--- src/rtl/video_pkg.sv ---
// Shared video definitions: coordinate widths, 3-bit colour codes and the
// mapping from a colour code to per-channel full-scale enables.
package video_pkg;

  localparam int COORD_W = 11;
  localparam int WIDE_W  = 12;

  typedef logic [COORD_W-1:0] coord_t;

  // A colour code is {red, grn, blu}; each set bit is a full-scale channel.
  localparam logic [2:0] COLOR_RED   = 3'b100;
  localparam logic [2:0] COLOR_BLACK = 3'b000;
  localparam logic [2:0] COLOR_WHITE = 3'b111;

  typedef struct packed {
    logic red;
    logic grn;
    logic blu;
  } rgb_en_t;

  function automatic rgb_en_t c_to_rgb(input logic [2:0] c);
    rgb_en_t en;
    en.red = c[2];
    en.grn = c[1];
    en.blu = c[0];
    return en;
  endfunction

endpackage

--- src/rtl/bounce_axis.sv ---
// One axis of the bouncing box: position, direction and a flip flag that is
// raised combinationally in the cycle a motion step reverses direction.
module bounce_axis
  import video_pkg::*;
#(
  parameter int BOX_SIZE = 32
) (
  input  logic   clk_i,
  input  logic   reset_i,
  input  logic   step_i,
  input  coord_t extent_i,
  output coord_t pos_o,
  output coord_t pos_d_o,
  output logic   dir_neg_o,
  output logic   flip_o
);

  localparam logic signed [WIDE_W-1:0] BOX_S = WIDE_W'(BOX_SIZE);

  coord_t                    pos_q, pos_d;
  logic                      dir_neg_q, dir_neg_d;
  logic signed [WIDE_W-1:0]  pos_s, dx_s, nx_s, ext_s;
  logic                      out_of_range;

  // Signed 12-bit math so a step below zero or past the far edge is visible.
  always_comb begin
    pos_s        = signed'({1'b0, pos_q});
    ext_s        = signed'({1'b0, extent_i});
    dx_s         = dir_neg_q ? -12'sd1 : 12'sd1;
    nx_s         = pos_s + dx_s;
    out_of_range = (nx_s < 0) || ((nx_s + BOX_S) > ext_s);
  end

  // NOTE: every variable assigned in always_comb gets a default first so no latch is inferred.
  always_comb begin
    pos_d     = pos_q;
    dir_neg_d = dir_neg_q;
    flip_o    = 1'b0;
    if (step_i) begin
      if (out_of_range) begin
        flip_o    = 1'b1;
        dir_neg_d = ~dir_neg_q;
        // Bounce back: bx - old dx.
        pos_d     = dir_neg_q ? pos_q + 1'b1 : pos_q - 1'b1;
      end else begin
        pos_d = nx_s[COORD_W-1:0];
      end
    end
  end

  // NOTE: sequential state uses non-blocking assignments so all registers update together.
  always_ff @(posedge clk_i) begin
    if (reset_i) begin
      pos_q     <= '0;
      dir_neg_q <= 1'b0;
    end else begin
      pos_q     <= pos_d;
      dir_neg_q <= dir_neg_d;
    end
  end

  assign pos_o     = pos_q;
  assign pos_d_o   = pos_d;
  assign dir_neg_o = dir_neg_q;

endmodule

--- src/rtl/bounce_box_src.sv ---
// Test-pattern source: red border with a colour-cycling box that bounces one
// step per frame. o_pixel is registered from next-state values (zero lag).
module bounce_box_src
  import video_pkg::*;
#(
  parameter int BITS_PER_COLOR = 8,
  parameter int BOX_SIZE       = 32
) (
  input  logic                        i_pixclk,
  input  logic                        i_reset,
  input  logic [COORD_W-1:0]          i_width,
  input  logic [COORD_W-1:0]          i_height,
  input  logic                        i_rd,
  input  logic                        i_newline,
  input  logic                        i_newframe,
  output logic [3*BITS_PER_COLOR-1:0] o_pixel
);

  localparam int                 PIX_W = 3 * BITS_PER_COLOR;
  localparam logic [WIDE_W-1:0]  BOX_W = WIDE_W'(BOX_SIZE);

  coord_t             x_q, x_d, y_q, y_d;
  coord_t             bx_q, bx_d, by_q, by_d;
  logic [2:0]         c_q, c_d;
  logic               dx_neg, dy_neg, flip_x, flip_y;
  logic [2:0]         code_d;
  rgb_en_t            en_d;
  logic [PIX_W-1:0]   pixel_q, pixel_d;

  bounce_axis #(.BOX_SIZE(BOX_SIZE)) u_axis_x (
    .clk_i     (i_pixclk),
    .reset_i   (i_reset),
    .step_i    (i_newframe),
    .extent_i  (i_width),
    .pos_o     (bx_q),
    .pos_d_o   (bx_d),
    .dir_neg_o (dx_neg),
    .flip_o    (flip_x)
  );

  bounce_axis #(.BOX_SIZE(BOX_SIZE)) u_axis_y (
    .clk_i     (i_pixclk),
    .reset_i   (i_reset),
    .step_i    (i_newframe),
    .extent_i  (i_height),
    .pos_o     (by_q),
    .pos_d_o   (by_d),
    .dir_neg_o (dy_neg),
    .flip_o    (flip_y)
  );

  function automatic logic [2:0] colour_code(
    input coord_t x, input coord_t y, input coord_t bx, input coord_t by,
    input logic [2:0] c, input coord_t w, input coord_t h
  );
    logic in_box, on_border;
    in_box    = (x >= bx) && ({1'b0, x} < ({1'b0, bx} + BOX_W)) &&
                (y >= by) && ({1'b0, y} < ({1'b0, by} + BOX_W));
    on_border = (x == '0) || (x == w - 1'b1) || (y == '0) || (y == h - 1'b1);
    if (in_box)         return c;
    else if (on_border) return COLOR_RED;
    else                return COLOR_BLACK;
  endfunction

  // Position counters: newframe beats newline beats rd.
  always_comb begin
    x_d = x_q;
    y_d = y_q;
    if (i_newframe) begin
      x_d = '0;
      y_d = '0;
    end else if (i_newline) begin
      x_d = '0;
      if (y_q < i_height - 1'b1) y_d = y_q + 1'b1;
    end else if (i_rd) begin
      if (x_q < i_width - 1'b1) x_d = x_q + 1'b1;
    end
  end

  // A flip on either or both axes advances the colour exactly once.
  always_comb begin
    c_d = c_q;
    if (flip_x || flip_y) c_d = (c_q == 3'd7) ? 3'd1 : c_q + 3'd1;
  end

  always_comb begin
    code_d  = colour_code(x_d, y_d, bx_d, by_d, c_d, i_width, i_height);
    en_d    = c_to_rgb(code_d);
    pixel_d = {{BITS_PER_COLOR{en_d.red}},
               {BITS_PER_COLOR{en_d.grn}},
               {BITS_PER_COLOR{en_d.blu}}};
  end

  always_ff @(posedge i_pixclk) begin
    if (i_reset) begin
      x_q     <= '0;
      y_q     <= '0;
      c_q     <= COLOR_WHITE;
      pixel_q <= '1;
    end else begin
      x_q     <= x_d;
      y_q     <= y_d;
      c_q     <= c_d;
      pixel_q <= pixel_d;
    end
  end

  assign o_pixel = pixel_q;

endmodule
--- config.mk ---
export PLATFORM = sky130hd
export DESIGN_NAME = bounce_box_src
export DESIGN_NICKNAME = d
export VERILOG_FILES = /design/src/rtl/video_pkg.sv /design/src/rtl/bounce_axis.sv /design/src/rtl/bounce_box_src.sv
export SDC_FILE = /design/constraint.sdc
export NUM_CORES = 1
export LEC_CHECK = 0
export ABC_AREA = 1
export BUFFER_PORTS_ARGS = -buffer_cell sky130_fd_sc_hd__buf_4
export CAP_MARGIN = 20
export CORE_ASPECT_RATIO = 1.4
export CORE_MARGIN = 3
export CORE_UTILIZATION = 55
export CTS_BUF_LIST = sky130_fd_sc_hd__clkbuf_4 sky130_fd_sc_hd__clkbuf_8 sky130_fd_sc_hd__clkbuf_16
export CTS_CLUSTER_SIZE = 20
export DETAILED_ROUTE_END_ITERATION = 6
export PLACE_DENSITY = 0.69
export SETUP_SLACK_MARGIN = 0.4
export SLEW_MARGIN = 20
export SYNTH_ARGS = -nofsm -noshare
export SYNTH_HDL_FRONTEND = slang
export SYNTH_SLANG_ARGS = --single-unit
--- constraint.sdc ---
create_clock -name i_pixclk -period 16.8 [get_ports i_pixclk]
set_clock_uncertainty 0.2 [all_clocks]
set_input_delay 1.68 -clock i_pixclk [delete_from_list [all_inputs] [get_ports i_pixclk]]
set_output_delay 1.68 -clock i_pixclk [all_outputs]
set_load 0.1 [all_outputs]
==> summary.txt <==
status: finished, final reports clean
Rel. slew slack: 0.4022
Worst R2R Path Depth: 38
Worst Tran Pin Value: 893.5 ps
Hold Path Origin: c_q[1]
Starting Density: 0.5629
layout cells sized above 1: 0.1069
Final min period: 6636 ps
maximum buffer depth of the clock tree: 2
YS warnings: 0
commonest non-fill, non-tap cell in the layout: nand2_1
TritonRoute pass-1 iters: 5
setup violators final: 0
RR Endpoint: o_pixel[16]
Reg-to-Reg Start: u_axis_x.dir_neg_o
antenna violations before repair: 0
root buffer cell: clkbuf_16
register share of total power: 0.119
fin util: 0.6000
clock sink total: 52
initial drt markers: 360
Fin. Hold Viols: 0
CP Depth: 38
Net Count, Synth: 1365
clock-pin slew on the worst setup and hold paths: 70 ps
first-pass GRT wire length: 34080 µm
DP HPWL: 16920 µm
Worst Hold Path EP: c_q[1]
asr flop ratio synth: 0
largest delay contributor family on the critical path: simple AND/OR/NAND/NOR gates
DP Worst Slack: 10110 ps
Total GRT Usage: 0.2626
combinational power share: 0.803
Crit Path Max Fanout: 15
area grow syn2layout: 6.600%
most frequent cells in the layout: nand2_1 (244), inv_1 (171), ha_1 (123)
Avg Cell Area, Syn: 6.466 µm²
total wire length: 20350 µm
number of global-route vias before repair: 7294
sum of negative setup slack: 0 ps
fin worst setup slack: 10160 ps
r2r setup slk: 10160 ps
pin count of the biggest net entering global routing: 47
Wirelength per Cell: 14.42 µm
Die Width: 106.8 µm
crit path kind: register to register
Int Power: 0.0006627 W
Post-Syn Area: 7830 µm²
detailed-route via count: 7509
ANT nets after route: 0
CP max stage cell: dfxtp_1
RSZ-0062 raised after global routing: false
period utilisation layout: 0.3950
Distinct cells, synth: 52
Mapped Cells: 1211
Worst Setup Start Kind: register
Max VDD drop: 0.1325 mV
Most used DFF post-synth: dfxtp_1
vias per cell: 5.322
Crit. End Element: register
cts hold-fix bufs: 0
CP arrival: 6620 ps
Post-synth EDFFs: 0
fmax: 150.7 MHz
Diodes inserted: 0
DRC violations left: 0
FP Rows: 51
sw frac: 0.5832
CORE AREA: 13910 µm²
port bufs: 50
Lkg Pwr: 4.560 nW
setup bufs post-CTS: 0
die height: 147.2 µm
maxcap violations: 0
most used cell, CP: nand2_1
Num CTS Buffers: 5
layout net count: 1379
Seq cells post-synth: 52
CTS tree: yes
Post-CTS Resized: 0
sequential-to-total area share from yosys stat: 0.1329
final max-slew violation count: 0
CP max stage delay: 780 ps
I/O pin cnt: 51
gr ovfl total: 0
CTS H-tree lvls: 2
Clock Latency Late Sink: 300 ps
Crit path buffers/inverters: 5
GPL Wtd Cong: 0.9362
die area: 15720 µm²
hold crit path type: register to register
power density over the cells: 190.5 nW/µm²
CP Data Required Time: 16780 ps
Clock power frac: 0.078
NetSw: 0.0009274 W
Hold Crit Depth: 2
[metrics by stage]
stage / hold slack [ps] / instance area [µm²] / instances / power (W)
2_1_floorplan: 258.3 / 7830 / 1211 / 0.001186
3_3_place_gp: 278.3 / 8169 / 1403 / 0.001450
3_5_place_dp: 295.9 / 8169 / 1403 / 0.001455
4_1_cts: 313.2 / 8347 / 1411 / 0.001589
5_1_grt: 328.4 / 8347 / 1411 / 0.001769
6_report: 311.3 / 8347 / 1411 / 0.001590
[registers in the layout, indices dropped and copies added, names as in the netlist]
name                flops
u_axis_y.pos_o         11
u_axis_y.dir_neg_o      1
c_q                     3
x_q                    11
u_axis_x.dir_neg_o      1
o_pixel                 3
y_q                    11
u_axis_x.pos_o         11
[how the worst max path moves through the flow]
stage | start | endpoint
3_5_place_dp | i_height[0] | o_pixel[16]
6_report | u_axis_x.dir_neg_o | o_pixel[16]
3_3_place_gp | i_width[0] | o_pixel[16]
5_1_grt | u_axis_x.dir_neg_o | o_pixel[16]
4_1_cts | u_axis_x.dir_neg_o | o_pixel[16]
2_1_floorplan | i_height[0] | o_pixel[16]
[routing by layer]
layer  routed length [µm]  GRT usage  up-vias
met5                    0          0        -
met4                  674    0.09533        0
met3                  456    0.01758       41
met2                10980     0.5088      118
met1                 8238     0.2947     3387
li1                     -          -     3963
[area by class of cell]
type / instances / area (µm²)
clock buffers: 6 / 138.9
clock inverters: 2 / 38.79
fillers: 1450 / 5564
inverters: 188 / 713.2
multi-input cells: 927 / 5801
flip-flops and latches: 52 / 1041
well taps: 185 / 231.5
repair buffers: 51 / 382.9
[cells by family (layout without fill, tap and decap cells)]
logic type / after synthesis / count (layout) / share of synthesized area
flip-flops: 52 / 52 / 0.1330
AO/OA/AOI/OAI: 154 / 154 / 0.1160
XOR/XNOR: 75 / 75 / 0.08725
multiplexers: 1 / 1 / 0.001278
buffers and inverters: 232 / 247 / 0.1262
AND/OR/NAND/NOR: 570 / 570 / 0.3295
adder cells (fa/ha/maj): 127 / 127 / 0.2068
[cells in the mapped netlist (27+ instances only)]
| library cell | count | area, µm² |
|---|---|---|
| ha_1 | 123 | 1539 |
| buf_4 | 27 | 202.7 |
| nand4_1 | 28 | 175.2 |
| nor3_1 | 31 | 155.2 |
| xor2_1 | 59 | 516.8 |
| o21ai_0 | 35 | 175.2 |
| nor2_1 | 110 | 412.9 |
| nand3_1 | 98 | 490.5 |
| a21oi_1 | 68 | 340.3 |
| nand2_1 | 244 | 915.9 |
| inv_1 | 171 | 641.9 |
| dfxtp_1 | 52 | 1041 |
[power by group through the flow]
stage / clock (W) / sequential (W) / combinational [W]
final: 0.000124 / 0.000189 / 0.00128
after floorplan: 0 / 0.000182 / 0.00100
after global placement: 0 / 0.000192 / 0.00126
after detailed placement: 0 / 0.000192 / 0.00126
after CTS: 0.000126 / 0.000189 / 0.00127
after global routing: 0.000132 / 0.000193 / 0.00144
[worst register-to-register path, delay by kind of cell (launching register included)]
kind | cells | cell delay (ps)
AO/OA/AOI/OAI | 9 | 1440
XOR/XNOR | 2 | 460
adder cells (fa/ha/maj) | 4 | 1440
buffers and inverters | 5 | 680
flip-flops | 1 | 780
AND/OR/NAND/NOR | 18 | 1530
No activity file was read; power rests on OpenSTA's default activity.
